==> config.mk <==
export PLATFORM = sky130hd
export DESIGN_NAME = cam_stream_sequencer
export DESIGN_NICKNAME = d
export VERILOG_FILES = /design/src/rtl/cam_stream_sequencer.sv
export SDC_FILE = /design/constraint.sdc
export NUM_CORES = 1
export LEC_CHECK = 0
export ABC_AREA = 1
export CAP_MARGIN = 5
export CORE_UTILIZATION = 35
export CTS_CLUSTER_SIZE = 40
export DETAILED_ROUTE_END_ITERATION = 8
export SLEW_MARGIN = 10
export SYNTH_ARGS = -nofsm -noshare
export SYNTH_HDL_FRONTEND = slang
export SYNTH_SLANG_ARGS = --single-unit
==> constraint.sdc <==
create_clock -name clk -period 3.25 [get_ports clk]
set_input_delay 0.4875 -clock clk [delete_from_list [all_inputs] [get_ports clk]]
set_output_delay 0.4875 -clock clk [all_outputs]
set_load 0.02 [all_outputs]
==> src/rtl/cam_stream_sequencer.sv <==
// cam_stream_sequencer: pops tagged capture-FIFO words into a framed AXI4-Stream video output.
// Optional colour-bar tdata source when TEST_PATTERN_EN is defined.
module cam_stream_sequencer #(
  parameter int H_ACTIVE = 640,
  parameter int V_ACTIVE = 480,
  parameter int DATA_W   = 16
) (
  input  logic                             clk,
  input  logic                             reset,
`ifdef TEST_PATTERN_EN
  input  logic                             test_pattern_sel,
`endif
  input  logic                             fifo_empty,
  input  logic [DATA_W+1:0]                fifo_dout,
  output logic                             fifo_rd_en,
  output logic [DATA_W-1:0]                m_axis_video_tdata,
  output logic                             m_axis_video_tvalid,
  input  logic                             m_axis_video_tready,
  output logic                             m_axis_video_tuser,
  output logic                             m_axis_video_tlast,
  output logic [$clog2(V_ACTIVE+1)-1:0]    line_count,
  output logic                             frame_done,
  output logic [2:0]                       err_flags
);
  localparam int PW = $clog2(H_ACTIVE+1);
  localparam int LW = $clog2(V_ACTIVE+1);
  typedef enum logic [2:0] {SYNC, VBLANK, LINE, TRAIL, HBLANK} state_t;
  state_t state_q, state_d;
  logic [PW-1:0] pix_q, pix_d, idx, pix_nxt;
  logic [LW-1:0] line_q, line_d;
  logic [2:0] err_q, err_d;
  logic [DATA_W-1:0] tdata_q, tdata_d, pixel;
  logic tvalid_q, tvalid_d, tuser_q, tuser_d, tlast_q, tlast_d, fd_q, fd_d;
  logic v, h, can_pop, emit, first, last, below;
  assign v       = fifo_dout[DATA_W+1];
  assign h       = fifo_dout[DATA_W];
  assign can_pop = !fifo_empty && (!tvalid_q || m_axis_video_tready);
  assign below   = line_q < LW'(V_ACTIVE);
  assign first   = can_pop && !v && h && state_q == VBLANK;
  assign emit    = can_pop && !v && h &&
                   (state_q == VBLANK || state_q == LINE || (state_q == HBLANK && below));
  assign idx     = (first || state_q == HBLANK) ? '0 : pix_q;
  assign pix_nxt = idx + 1'b1;
  assign last    = pix_nxt == PW'(H_ACTIVE);
`ifdef TEST_PATTERN_EN
  logic [15:0] idx_w;
  logic [DATA_W-1:0] bars;
  assign idx_w = 16'(idx);
  // 32-pixel-wide bars: the bar number idx[9:5] tiled across the word
  always_comb for (int i = 0; i < DATA_W; i++) bars[i] = idx_w[5 + i % 5];
  assign pixel = test_pattern_sel ? bars : fifo_dout[DATA_W-1:0];
`else
  assign pixel = fifo_dout[DATA_W-1:0];
`endif
  always_comb begin
    state_d = state_q;
    err_d   = err_q;
    if (can_pop)
      case (state_q)
        SYNC:   state_d = v ? VBLANK : SYNC;
        VBLANK: state_d = VBLANK;
        LINE: begin
          if (v) begin
            err_d   = err_q | 3'b101;
            state_d = VBLANK;
          end else if (!h) begin
            err_d[0] = 1'b1;
            state_d  = SYNC;
          end
        end
        default: begin
          if (v) begin
            err_d[2] = err_q[2] | below;
            state_d  = VBLANK;
          end else if (!h) state_d = HBLANK;
          else if (state_q == TRAIL) err_d[1] = 1'b1;
          else if (!below) state_d = SYNC;
        end
      endcase
    if (emit) state_d = last ? TRAIL : LINE;
  end
  always_comb begin
    tvalid_d = tvalid_q && !m_axis_video_tready;
    tdata_d  = tdata_q;
    tuser_d  = tuser_q;
    tlast_d  = tlast_q;
    pix_d    = pix_q;
    line_d   = line_q;
    fd_d     = tvalid_q && m_axis_video_tready && tlast_q && line_q == LW'(V_ACTIVE);
    if (emit) begin
      tvalid_d = 1'b1;
      tdata_d  = pixel;
      tuser_d  = first;
      tlast_d  = last;
      pix_d    = pix_nxt;
      line_d   = (first ? '0 : line_q) + LW'(last);
    end
  end
  always_ff @(posedge clk or posedge reset)
    if (reset) begin
      state_q  <= SYNC;
      pix_q    <= '0;
      line_q   <= '0;
      err_q    <= '0;
      tdata_q  <= '0;
      tvalid_q <= 1'b0;
      tuser_q  <= 1'b0;
      tlast_q  <= 1'b0;
      fd_q     <= 1'b0;
    end else begin
      state_q  <= state_d;
      pix_q    <= pix_d;
      line_q   <= line_d;
      err_q    <= err_d;
      tdata_q  <= tdata_d;
      tvalid_q <= tvalid_d;
      tuser_q  <= tuser_d;
      tlast_q  <= tlast_d;
      fd_q     <= fd_d;
    end
  assign fifo_rd_en          = can_pop && !reset;
  assign m_axis_video_tdata  = tdata_q;
  assign m_axis_video_tvalid = tvalid_q;
  assign m_axis_video_tuser  = tuser_q;
  assign m_axis_video_tlast  = tlast_q;
  assign line_count          = line_q;
  assign frame_done          = fd_q;
  assign err_flags           = err_q;
endmodule
Word-level counts from Yosys, hierarchy flattened
Cells that the tools add are included.

Bits in registers: 45. Input port bits: 22. Output and inout port bits: 33.

$add $sub $neg: 2. Magnitude comparators: 1. Equal/unequal tests: 10. Multiplexer cells: 22. Bitwise gates (word level): 4. Reduce and logical (&&, ||, !) cells: 27.

Operators with widths (number): $mux 3 (8); $logic_and 1x1->1 (11); $add 10x1->10 const B (1); $eq 10x10->1 const B (1); $mux 10 (1); $add 9x1->9 (1); $eq 9x9->1 const B (1); $lt 9x9->1 const B (1); $mux 1 (9); $mux 9 (1); $pmux 3 s3 (1); $eq 3x2->1 const B (2); $ne 6x4->1 const B (1); $ne 6x5->1 const B (1); $reduce_and 3->1 (2); $reduce_and 6->1 (1); $logic_not 1->1 (5); $logic_or 1x1->1 (4); $ne 4x4->1 const B (1); $pmux 2 s2 (1); $reduce_and 4->1 (1); $eq 3x1->1 const B (1); $eq 3x3->1 const B (1); $logic_not 3->1 (1); 6 further kinds (8).

Logic depth before layout (Yosys ltp)
Word-level depth: 12. Depth in mapped cells: 21. Depth with buffers taken out: 21.

Worst setup path before layout
OpenSTA, ideal clock, no wires.

Path kind: input port to flip-flop. Start: input port m_axis_video_tready. End: register line_q[8] (netlist: line_count[8]). Setup time: 0.118 ns. Data arrival time: 2.901 ns. Required time: 3.132 ns. Slack: 0.231 ns. Stages on the path: 20. Path buffers: 0. Cells stage by stage: inv_1 a21oi_2 nand3_4 nand2_2 nor2_1 ha_1 nand2_1 nor2_2 nand2_1 nand2_1 nor2_1 nand2_1 nor4_1 ha_1 ha_1 nand3_1 nor3_2 nand4_1 xnor2_1 inv_1.

Longest elaborated chain between the ends: 10. Elaborated cells between the ends (all ways): 12. Classes of those cells: add/sub (2); eq/ne (1); mux (2); reduce/logical (7).

RTL lines: from (decl) (line 18) `input logic m_axis_video_tready,`; $logic_or 1x1->1 (line 37) `assign can_pop = !fifo_empty && (!tvalid_q || m_axis_video_tready);`; $logic_and 1x1->1 (line 37); $logic_and 1x1->1 (3 in series) (line 39) `assign first = can_pop && !v && h && state_q == VBLANK;`; $logic_or 1x1->1 (line 42) `assign idx = (first || state_q == HBLANK) ? '0 : pix_q;`; $mux 10 (line 42); $add 10x1->10 (line 43) `assign pix_nxt = idx + 1'b1;`; $eq 10x10->1 (line 44) `assign last = pix_nxt == PW'(H_ACTIVE);`; via last (line 34) `logic v, h, can_pop, emit, first, last, below;`; $add 9x1->9 (line 96) `line_d = (first ? '0 : line_q) + LW'(last);`; to (signal assigned) (line 113) `line_q <= line_d;`; to (decl) (line 30) `logic [LW-1:0] line_q, line_d;`.

The timed path passes the listed nets, and every way through them passes these cells. A chain may end at the register's enable or synchronous reset.

Worst setup path after layout
Start: register state_q[2]. End: register line_q[5] (netlist: line_count[5]).

Longest elaborated chain between the ends: 7. Elaborated cells between the ends (all ways): 14. Classes of those cells: add/sub (2); eq/ne (4); mux (2); reduce/logical (6).

RTL lines: from (decl) (line 28) `state_t state_q, state_d;`; from (signal assigned) (line 111) `state_q <= state_d;`; $eq 3x1->1 (line 39); $logic_and 1x1->1 (line 39); $logic_or 1x1->1 * (line 42); $mux 10 * (line 42); $add 10x1->10 * (line 43); $eq 10x10->1 * (line 44); via last (line 34); $add 9x1->9 * (line 96).

The timed path passes the listed nets; every way through them passes the cells marked *.

==> out/results.ini <==
[clock_network]
clk_pin_slew_ns=0.09
cts_made_buffers=5
cts-root-buf=clkbuf_8
cts.path.max_buffers=2
cts_max_level=2
holdBufCountCts=0
clock-sinks=45
insertion_delay_ns=0.31
cts_tree=yes

[floorplanning]
row_count=29
io_pins=55
start_util=0.3646
chipWidth_um=83.57
dieHeight_um=83.57
core_region_area_um2=6386
die_area_um2=6983

[power]
power.leakage_uw=0.001642
seqPwrFrac=0.362
p_sw_frac=0.4111
p_per_area_nw_per_um2=738.9
p_switching_uw=1041
power.share.clock=0.139
power.internal_uw=1491
p_comb_frac=0.499
power_uw=2531
vdd_ir_drop_max_mv=0.4964

[min_path]
hold_class=primary input to flop
hold_depth=3

[drt]
postRouteAntennaNets=0
drt-total-wl_um=5750
wire_per_inst_um=12.31
drc=0
drt-initial-drc-count=98
vias_per_cell=4.786
dr_total_vias=2235
drtPass1Iterations=4

[place]
gp_congestion=0.8291
port_buffers=54
hpwlAfterDp_um=4116
placed_area_um2=3166

[sta]
finalCriticalPeriod_ns=3.099
fin_hold_ws_ns=0.4724
fin_skew_ns=0.009684
worstMarginPinSlew_ns=0.9199
finalHoldViolations=0
relSlewSlack=0.3858
fmaxAchievable_ghz=0.3227
finalCritPeriodShare=0.9534
setup_viol=0
fin_tns_setup_ns=0
finalMaxSlewViolations=0

[layout]
layout-drive-gt1-share=0.2077
fin_nets=414
stdcell_area_um2=3426
antenna_cells=0
nFillCells=623
area_delta_synth_final_pct=47.13

[yosys]
ys_types=31
synth_top_area_frac=0.4836
synth_area_um2=2328
async_flop_share=1.000
synth_fp_nets=324
synth_flop_cell=dfrtp_1
yosysTopAreaCell=dfrtp_1
synth_edf_count=0
synthTopCellsByArea=dfrtp_1 48%, nand2_1 16%, inv_1 5.3%
ys_seq_area_frac=0.4836
ys_top_cells_by_count=100 x nand2_1, 45 x dfrtp_1, 33 x inv_1, 32 x nor2_1, 18 x nand3_1
yosys_warnings=0
postSynthAreaPerCell_um2=7.788
yosys.cell_count.top_type=nand2_1
synth_cells=299
synth_seq_cells=45

[setup_path]
start_kind=flop
cp.arrival_ns=3.30
cp_max_fo=4
worst-r2r-cell-count=22
end_kind=flop
critPathKind=flop to flop
worstPathRequired_ns=3.45

[job]
max_cap_violations=0

[global_route]
gr-total-overflow=0
grt_max_degree=46
antenna_found_initial=0
grt_pass1_vias=2109
grt_pass1_wl_um=9577
grt_use_total=0.1694

[run_status]
status=completed

==> state kept, by name (all words and copies together) (netlist names) <==
signal	count
err_flags	3
m_axis_video_tdata	16
m_axis_video_tuser	1
m_axis_video_tlast	1
frame_done	1
state_q	3
m_axis_video_tvalid	1
line_count	9
pix_q	10
==> per-stage QoR <==
stage / worst slack [ns] / util / std cells
5_1_grt: -0.02101 / 0.5364 / 467
6_report: 0.1514 / 0.5364 / 467
3_5_place_dp: -0.4039 / 0.4957 / 454
4_1_cts: 0.01382 / 0.5131 / 463
2_1_floorplan: 0.2311 / - / 299
3_3_place_gp: -0.3427 / 0.4957 / 454
==> what timing repair did <==
action	in CTS	in global routing
pin swaps	3	11
gates resized for setup	8	31
gates cloned	0	0
setup buffers	1	4
setup endpoints to repair	4	4
==> logic make-up (layout without fill, tap and decap cells) <==
group / after synthesis / count (layout) / share of synthesized area
xor gates and xnor gates: 8 / 8 / 0.03009
AOI/OAI and AO/OA: 24 / 24 / 0.06018
buffers and inverters: 43 / 134 / 0.07362
adders and majority gates: 3 / 3 / 0.01612
and+or+nand+nor: 176 / 176 / 0.3364
DFF: 45 / 45 / 0.4836
==> placed cells by master (no fill, tap or decap), types with 3 or more instances in the layout <==
master           synthesis  routed
xnor2_1                  3       3
nand3_1                 18      14
nand3_2                  1       4
xor2_1                   5       5
clkbuf_8                 0       5
dfrtp_2                  0       4
nor2_2                   4       3
nor2_1                  32      28
nor2_4                   1       6
nand2_2                  3       3
buf_4                    0      36
clkdlybuf4s50_1          0      50
nand2_1                100      97
nand2_4                  0       3
inv_1                   33      31
dfrtp_1                 45      41
dlymetal6s2s_1           0       3
inv_2                    2       4
o21ai_0                 13      13
nand4_1                 10      10
a31oi_1                  3       3
==> worst paths after layout <==
kind                                        startpoint                     end  slack, ns
worst max-delay path                        state_q[2]           line_count[5]       0.15
worst min-delay path               m_axis_video_tready              frame_done       0.47
worst max register to register              state_q[2]           line_count[5]       0.15
worst min register to register  m_axis_video_tdata[15]  m_axis_video_tdata[15]       0.48
max in group asynchronous                        reset     m_axis_video_tvalid       1.89
min in group asynchronous                        reset            err_flags[0]       0.73
==> routing by layer <==
| metal | GRT usage | vias up | wire length (um) | share of wire |
|---|---|---|---|---|
| li1 | - | 1127 | - | - |
| met1 | 0.2319 | 1031 | 2819 | 0.49 |
| met2 | 0.2705 | 64 | 2594 | 0.45 |
| met3 | 0.03561 | 13 | 233 | 0.041 |
| met4 | 0.04931 | 0 | 102 | 0.018 |
| met5 | 0 | - | 0 | 0 |
==> area by class of cell <==
| class | instances | area (um2) | area share |
|---|---|---|---|
| Multi-Input combinational cell | 211 | 1159 | 0.3382 |
| Timing Repair Buffer | 91 | 824.5 | 0.2407 |
| Sequential cell | 45 | 1131 | 0.3302 |
| Inverter | 35 | 131.4 | 0.03835 |
| Clock inverter | 1 | 7.507 | 0.002191 |
| Clock buffer | 7 | 76.32 | 0.02228 |
| Tap cell | 77 | 96.34 | 0.02812 |
==> power by group through the flow <==
stage          logic, uW  clock network [uW]  registers [uW]
2_1_floorplan        468                   0            1050
3_3_place_gp        1150                   0             910
3_5_place_dp        1160                   0             901
4_1_cts             1170                 363             902
5_1_grt             1390                 382             939
6_report            1260                 351             916
==> worst max-delay path: stages, from the launching register on <==
cell and delay, ns:
dfrtp_2 0.44, inv_2 0.08, nand2_4 0.05, nor2_4 0.13, nand3_4 0.09, nand2_4 0.12
nor2_4 0.05, ha_4 0.16, nand2_4 0.08, nor2_4 0.04, buf_4 0.14, nand3_2 0.06
nand2_2 0.06, nand2_2 0.07, nand3_2 0.08, nor4_2 0.29, ha_2 0.26, buf_6 0.11
nand3_4 0.08, nor4_4 0.28, buf_4 0.15, xor2_1 0.13, inv_1 0.05
Power figures use the tool's default switching activity.
